--- src/rtl/aurora_tx_lane.sv ---
// aurora_tx_lane: Aurora 64b/66b transmit lane (scrambler, 66->64 gearbox, idle insertion).
// Define TX_POLARITY_EN to add tx_polarity_i, which inverts whole line words two clocks later.
module aurora_tx_lane #(
    parameter int IDLE_CNT_W = 16
) (
    input  logic                  clk_tx_i,
    input  logic                  rst_n_i,
    input  logic [63:0]           tx_data_i,
    input  logic [1:0]            tx_header_i,
    input  logic                  tx_valid_i,
`ifdef TX_POLARITY_EN
    input  logic                  tx_polarity_i,
`endif
    output logic                  tx_ready_o,
    output logic [63:0]           tx_word_o,
    output logic [IDLE_CNT_W-1:0] tx_idle_cnt_o
);
    logic                  run_q, run_d;
    logic [5:0]            seq_q, seq_d;
    logic [57:0]           scr_q, scr_d, scr_t;
    logic [63:0]           res_q, res_d;
    logic [63:0]           word_q, word_d, word_t;
    logic [IDLE_CNT_W-1:0] idle_q, idle_d;
    logic                  idle_ins;
    logic [63:0]           pay, spay;
    logic [1:0]            hdr;
    logic [65:0]           blk;
    logic [129:0]          cat;
    logic [6:0]            sh;
    logic                  s;
    logic                  pol;
`ifdef TX_POLARITY_EN
    logic                  pol_q;
    always_ff @(posedge clk_tx_i or negedge rst_n_i)
        if (!rst_n_i) pol_q <= 1'b0;
        else          pol_q <= tx_polarity_i;
    assign pol = pol_q;
`else
    assign pol = 1'b0;
`endif
    always_comb begin
        tx_ready_o = run_q && (seq_q != 6'd32);
        idle_ins   = tx_ready_o && !tx_valid_i;
        hdr        = idle_ins ? 2'b10 : tx_header_i;
        pay        = idle_ins ? {8'h78, 56'h0} : tx_data_i;
        scr_t      = scr_q;
        spay       = '0;
        s          = 1'b0;
        for (int i = 63; i >= 0; i--) begin
            s       = pay[i] ^ scr_t[38] ^ scr_t[57];
            spay[i] = s;
            scr_t   = {scr_t[56:0], s};
        end
        blk    = {hdr, spay};
        cat    = {res_q, blk};
        // top 64 bits of {R_k, B} start just below the 2k+2 bits kept as the new residual
        sh     = {seq_q, 1'b0} + 7'd2;
        run_d  = 1'b1;
        seq_d  = !run_q ? 6'd0 : (seq_q == 6'd32 ? 6'd0 : seq_q + 6'd1);
        scr_d  = tx_ready_o ? scr_t : scr_q;
        word_t = '0;
        res_d  = res_q;
        if (tx_ready_o) begin
            word_t = 64'(cat >> sh);
            res_d  = blk[63:0] & ~({64{1'b1}} << sh);
        end else if (run_q) begin
            word_t = res_q;
            res_d  = '0;
        end
        word_d = word_t ^ {64{pol}};
        idle_d = (idle_ins && !(&idle_q)) ? idle_q + IDLE_CNT_W'(1) : idle_q;
    end
    always_ff @(posedge clk_tx_i or negedge rst_n_i) begin
        if (!rst_n_i) begin
            run_q  <= 1'b0;
            seq_q  <= '0;
            scr_q  <= 58'h3FF_FFFF_FFFF_FFFF;
            res_q  <= '0;
            word_q <= '0;
            idle_q <= '0;
        end else begin
            run_q  <= run_d;
            seq_q  <= seq_d;
            scr_q  <= scr_d;
            res_q  <= res_d;
            word_q <= word_d;
            idle_q <= idle_d;
        end
    end
    assign tx_word_o     = word_q;
    assign tx_idle_cnt_o = idle_q;
endmodule

--- config.mk ---
export PLATFORM = sky130hd
export DESIGN_NAME = aurora_tx_lane
export DESIGN_NICKNAME = d
export VERILOG_FILES = /design/src/rtl/aurora_tx_lane.sv
export SDC_FILE = /design/constraint.sdc
export NUM_CORES = 1
export LEC_CHECK = 0
export CAP_MARGIN = 20
export CORE_MARGIN = 3
export CORE_UTILIZATION = 40
export CTS_CLUSTER_DIAMETER = 120
export DETAILED_ROUTE_END_ITERATION = 12
export PLACE_DENSITY = 0.57
export SYNTH_ARGS = -nofsm -noshare
export SYNTH_HDL_FRONTEND = slang
export SYNTH_SLANG_ARGS = --single-unit
--- constraint.sdc ---
create_clock -name clk_tx_i -period 5 [get_ports clk_tx_i]
set_clock_uncertainty 0.1 [all_clocks]
set_input_delay 1 -clock clk_tx_i [delete_from_list [all_inputs] [get_ports clk_tx_i]]
set_output_delay 1 -clock clk_tx_i [all_outputs]
set_load 0.01 [all_outputs]
==> results of run 1 <==
critical path: cells and delay by family:
kind                      cells  cell delay (ns)
AOI/OAI and AO/OA             6             2.18
xor gates and xnor gates      1             0.65
buffers and inverters         1             0.47
and+or+nand+nor               2             0.35
power groups by stage:
stage	clock, uW	combinational, uW	sequential, uW
final	2340	10100	3000
after global routing	2420	10300	3020
after CTS	2360	9640	2980
after detailed placement	0	9590	3000
after global placement	0	9570	3000
after floorplan	0	4930	2830
layout by cell type (no fill, tap or decap), types with 38 or more instances in the layout:
cell               n
nand2_1          312
o21ai_0          212
nor2_1           155
dfrtp_1          149
clkdlybuf4s50_1  148
buf_4            146
mux2i_1          122
a21oi_1          121
xnor2_1          100
xor2_1            74
mux4_2            64
dfstp_2           58
o2bb2ai_1         40
o22ai_1           38
routing by layer:
layer,GRT usage (%),vias to the layer above
met2,61.5,1568
met4,24.2,6
li1,-,8035
met1,54.8,9468
met5,0,-
met3,12.7,348
worst max path at each step:
| stage | slack, ns | to |
|---|---|---|
| 2_1_floorplan | 0.69 | tx_word_o[32]$_DFF_PN0_ |
| 3_3_place_gp | 0.28 | tx_word_o[21]$_DFF_PN0_ |
| 3_5_place_dp | 0.32 | tx_word_o[21]$_DFF_PN0_ |
| 4_1_cts | 0.90 | tx_word_o[2]$_DFF_PN0_ |
| 5_1_grt | 0.64 | tx_word_o[15]$_DFF_PN0_ |
| 6_report | 0.71 | tx_word_o[21]$_DFF_PN0_ |
through the flow:
stage          hold WS, ns  setup WS (ns)
2_1_floorplan        0.346          0.688
3_3_place_gp         0.358          0.280
3_5_place_dp         0.368          0.324
4_1_cts              0.378          0.901
5_1_grt              0.396          0.637
6_report             0.375          0.705
area by class of cell:
cell class | count | area (sq um) | area share, %
Multi-Input combinational cell | 1685 | 11800 | 54.5
Sequential cell | 209 | 5310 | 24.5
Clock inverter | 15 | 244 | 1.12
Tap cell | 585 | 732 | 3.37
Clock buffer | 35 | 788 | 3.63
Timing Repair Buffer | 299 | 2670 | 12.3
Inverter | 31 | 118 | 0.542
logic make-up after synthesis:
kind of cell	after synthesis	share of synthesized area, %
and+or+nand+nor	599	14.1
adders and majority gates	6	0.420
AOI/OAI and AO/OA	674	24.8
other	1	0.0210
DFF	209	29.7
xor gates and xnor gates	181	8.91
muxes	224	17.3
buffers and inverters	203	4.74
state kept, by name, indices dropped and copies added (netlist names):
signal         cells
seq_q              6
scr_q             58
run_q              1
tx_word_o         64
tx_idle_cnt_o     16
res_q             64
==> flow_summary.toml, run 1 <==
[status]
outcome = "finished, final reports clean"

[hold_path]
hold_depth = 2
min-delay-start = "scr_q[44]$_DFFE_PN1N_"
hold_class = "reg -> reg"
hold_end = "scr_q[44]$_DFFE_PN1N_"

[power_and_ir_drop]
vdd_drop_max_mv = 0.483
p_per_area_nw_per_um2 = 710
comb_power_share_pct = 65.3
p_leak_uw = 0.00887
power.net_switching_uw = 7850
p_clk_share_pct = 15.2
intPower_uw = 7560
seqPwrFrac_pct = 19.5
swShare_pct = 50.9
finalPower_uw = 15400

[placement]
dpl-instance-area_sq_um = 20700
portBuffers = 149
routabilityCongestion = 1.08
place_inst = 2809
dp_hpwl_um = 77400

[clock_tree]
clock_path_buffers = 3
htreeDepth = 1
worstSkewPairLatency_ns = 0.60
cts_tree = "done"
post_cts_buffers = 0
cts_resized = 0
cts.sinks = 209
cts_made_buffers = 28
cts_root_buffer = "clkbuf_16"
cts_hold_buf = 0
clkTransAtPathRegs_ns = 0.06

[routing]
finalWirelength_um = 101000
top_layer_used = "met5"
drt_iter0_markers = 2810
met2_length_um = 42200
route.detailed.drc = 0
dr.pass1.iters = 6
wl_met3_um = 12300
wl_met1_um = 39000
wire_per_inst_um = 35.4
num_vias = 19400
ant_nets = 0
via_per_inst = 6.79

[critical_path]
cp_max_fo = 33
arrival_ns = 4.67
cp_cell_sequence = "clkdlybuf4s50_1 > nand2b_1 > a21o_4 > nand2_1 > xor2_1 > o221ai_1 > a211oi_1 > a21o_1 > o21ai_0 > o221a_2"
critPathLaunchType = "primary input"
slowest_delay_ns = 0.86
r2r-end = "tx_word_o[21]$_DFF_PN0_"
r2r_cells = 11
crit_path_end_kind = "flop"
r2r_start = "seq_q[0]$_DFF_PN0_"
crit_start = "tx_valid_i"
slowest_stage = "a211oi_1"
worst-r2r-setup-slack_ns = 0.71
crit_required_ns = 5.38
path_class = "in -> reg"

[timing]
finalCriticalPeriod_ns = 4.29
period_share_pct = 85.9
max_freq_mhz = 233
finalSetupViolations = 0
rsz0062_at_grt = "no"
report.final.slew_viol_count = 0
max-slew-margin-rel_pct = 20.5
hold_viol = 0
setup_tns_ns = 0
worst_pin_slew_ns = 1.19

[logic_synthesis]
synth_edf_count = 0
yosysTopAreaCellShare_pct = 21.1
async_flop_share_pct = 100
synth_most_common_cell = "nand2_1"
syn_inst = 2097
yosys_warnings = 0
yosysUniqueCellTypes = 78
synth_ff_type = "dfrtp_1"
ys_top_cells_by_count = "314 x nand2_1, 212 x o21ai_0, 155 x nor2_1"
netlist_area_sq_um = 17900
synth_area_per_cell_sq_um = 8.53
ys_seq_elements = 209
synth_top_cell_by_area = "dfrtp_1"
synth_area_leaders = "dfrtp_1 21%, dfstp_2 8.5%, mux4_2 8.1%"
ys_seq_area_share_pct = 29.7
synthesis.nets = 2172

[floorplan]
die_h_um = 217
ioPinCount = 150
start_util_pct = 41.0
dieArea_sq_um = 47300
rows = 76
core-area_sq_um = 43600
fp.dieW_um = 217

[finish]
final_cell_area_sq_um = 21700
antenna_cells = 0
drive_gt1_share_pct = 17.5
utilization_pct = 49.7
area_delta_synth_final_pct = 21.3
fin_nets = 2329
final_cells = 2859
fillers = 4168

[grt]
grt_max_degree = 103
track_usage_pct = 41.9
grt_pass1_wl_um = 143000
grt_pass1_vias = 18600
antenna_found_initial = 3
gr-total-overflow = 0

[job]
maxCapViolations = 0
(Power assumes the default switching activity.)
==> run 2: changes to the inputs <==
--- a/config.mk
+++ b/config.mk
@@ -7,3 +7,3 @@
 export LEC_CHECK = 0
-export CAP_MARGIN = 20
+export CAP_MARGIN = 0
 export CORE_MARGIN = 3
==> constraint.sdc (replaced) <==
create_clock -name clk_tx_i -period 5 [get_ports clk_tx_i]
set_clock_uncertainty 0.1 [all_clocks]
set_input_delay 0.5 -clock clk_tx_i [delete_from_list [all_inputs] [get_ports clk_tx_i]]
set_output_delay 0.5 -clock clk_tx_i [all_outputs]
set_load 0.01 [all_outputs]
==> flow_summary.toml, run 2 (same netlist as run 1, synthesis figures left out) <==
[hold_path]
hold_class = "reg -> reg"

[timing]
setup_tns_ns = 0
rsz0062_at_grt = "no"
worst_pin_slew_ns = 1.47
fin_ws_ns = 0.478
max_freq_mhz = 221
report.final.slew_viol_count = 0
finalSetupViolations = 0
hold_viol = 0
max-slew-margin-rel_pct = 1.81
finalCriticalPeriod_ns = 4.52
holdWs_ns = 0.366
period_share_pct = 90.4

[floorplan]
core-area_sq_um = 43600
rows = 76
die_h_um = 217
ioPinCount = 150
dieArea_sq_um = 47300
fp.dieW_um = 217
start_util_pct = 41.0

[critical_path]
crit_required_ns = 5.28
cp_max_fo = 51
path_class = "reg -> reg"
crit_path_end_kind = "flop"
arrival_ns = 4.80
critPathLaunchType = "flop"

[placement]
post-place-ws_ns = 0.608
dp_hpwl_um = 75500
routabilityCongestion = 1.04
portBuffers = 149
place_inst = 2768

[routing]
via_per_inst = 6.87
wire_per_inst_um = 35.4
drt_iter0_markers = 3255
finalWirelength_um = 99800
dr.pass1.iters = 6
ant_nets = 0
num_vias = 19400
route.detailed.drc = 0

[finish]
fillers = 4176
fin_nets = 2288
final_cells = 2819
layout_commonest_cell = "nand2_1"
drive_gt1_share_pct = 15.9
antenna_cells = 0
area_delta_synth_final_pct = 19.3
mostFrequentLayoutCells = "312 x nand2_1, 212 x o21ai_0, 154 x nor2_1"

[grt]
gr-total-overflow = 0
grt_pass1_vias = 18500
track_usage_pct = 41.3
grt_max_degree = 146
antenna_found_initial = 2
grt_pass1_wl_um = 140000

[clock_tree]
clkTransAtPathRegs_ns = 0.06
cts_tree = "done"
cts_root_buffer = "clkbuf_16"
clock_path_buffers = 3
worstSkewPairLatency_ns = 0.59
cts.sinks = 209
cts_made_buffers = 27
htreeDepth = 1

[power_and_ir_drop]
finalPower_uw = 14700
p_leak_uw = 0.00863
vdd_drop_max_mv = 0.451
p_per_area_nw_per_um2 = 691

[job]
maxCapViolations = 0

[status]
outcome = "finished, final reports clean"
[run 2: changes by cell type in the layout (fill, tap and decap cells not counted), sizes merged]
| cell | delta |
|---|---|
| dlygate4sd3 | +1 |
| inv | -1 |
| clkinv | +3 |
| clkbuf | +4 |
| clkinvlp | -1 |
| buf | -41 |
| bufinv | -5 |
[run 2: power breakdown]
group          total (uW)  switching, uW  internal (uW)
combinational        9740           6210           3530
clock                2040            871           1170
sequential           2960            565           2390
total               14700           7650           7090
[run 2: metal layers]
layer | up-vias | global-route usage [%] | part of all wire, % | routed length, um
met5 | - | 0 | 0.012 | 12
met4 | 2 | 23.5 | 7.3 | 7310
met3 | 321 | 9.71 | 12 | 11900
met2 | 1530 | 60.6 | 42 | 41500
met1 | 9545 | 55.8 | 39 | 39000
li1 | 7964 | - | - | -
[run 2: per-stage QoR]
step | utilization (%) | cell area [sq um]
after detailed placement | 46.8 | 20400
after global routing | 48.9 | 21300
after floorplan | - | 17900
after CTS | 48.9 | 21300
final | 48.9 | 21300
after global placement | 46.8 | 20400
[run 2: path summary, 6_finish.rpt]
check	depth (start not counted)	slack (ns)	start	to
worst max-delay path	11	0.48	seq_q[0]$_DFF_PN0_	tx_word_o[23]$_DFF_PN0_
worst min-delay path	2	0.37	scr_q[44]$_DFFE_PN1N_	scr_q[44]$_DFFE_PN1N_
worst max register to register	11	0.48	seq_q[0]$_DFF_PN0_	tx_word_o[23]$_DFF_PN0_
worst min register to register	2	0.37	scr_q[44]$_DFFE_PN1N_	scr_q[44]$_DFFE_PN1N_
max in group asynchronous	3	3.16	rst_n_i	seq_q[0]$_DFF_PN0_
min in group asynchronous	2	0.45	rst_n_i	tx_word_o[54]$_DFF_PN0_
[run 2: repair_timing]
action                    CTS  global route
hold buffers                1             0
buffers inserted            0             0
resized for setup           0             0
hold endpoints to repair   92             0
[run 2: critical path, cell delays in order (launching register included)]
cell and delay (ns):
dfrtp_4 0.52, inv_2 0.09, ha_4 0.12, nor3b_4 0.37, a21o_4 0.58, nand2_1 0.15
xor2_1 0.98, mux2i_1 0.22, mux2i_1 0.46, nor2_1 0.08, o32ai_1 0.32, o22ai_1 0.28
[run 2: final cells by class]
class                           instances  area (sq um)  share of cell area (%)
Inverter                               31           118                   0.551
Timing Repair Buffer                  259          2440                    11.4
Clock inverter                         11           100                   0.469
Clock buffer                           39           802                    3.76
Sequential cell                       209          5310                    24.9
Tap cell                              585           732                    3.43
Multi-Input combinational cell       1685         11800                    55.5
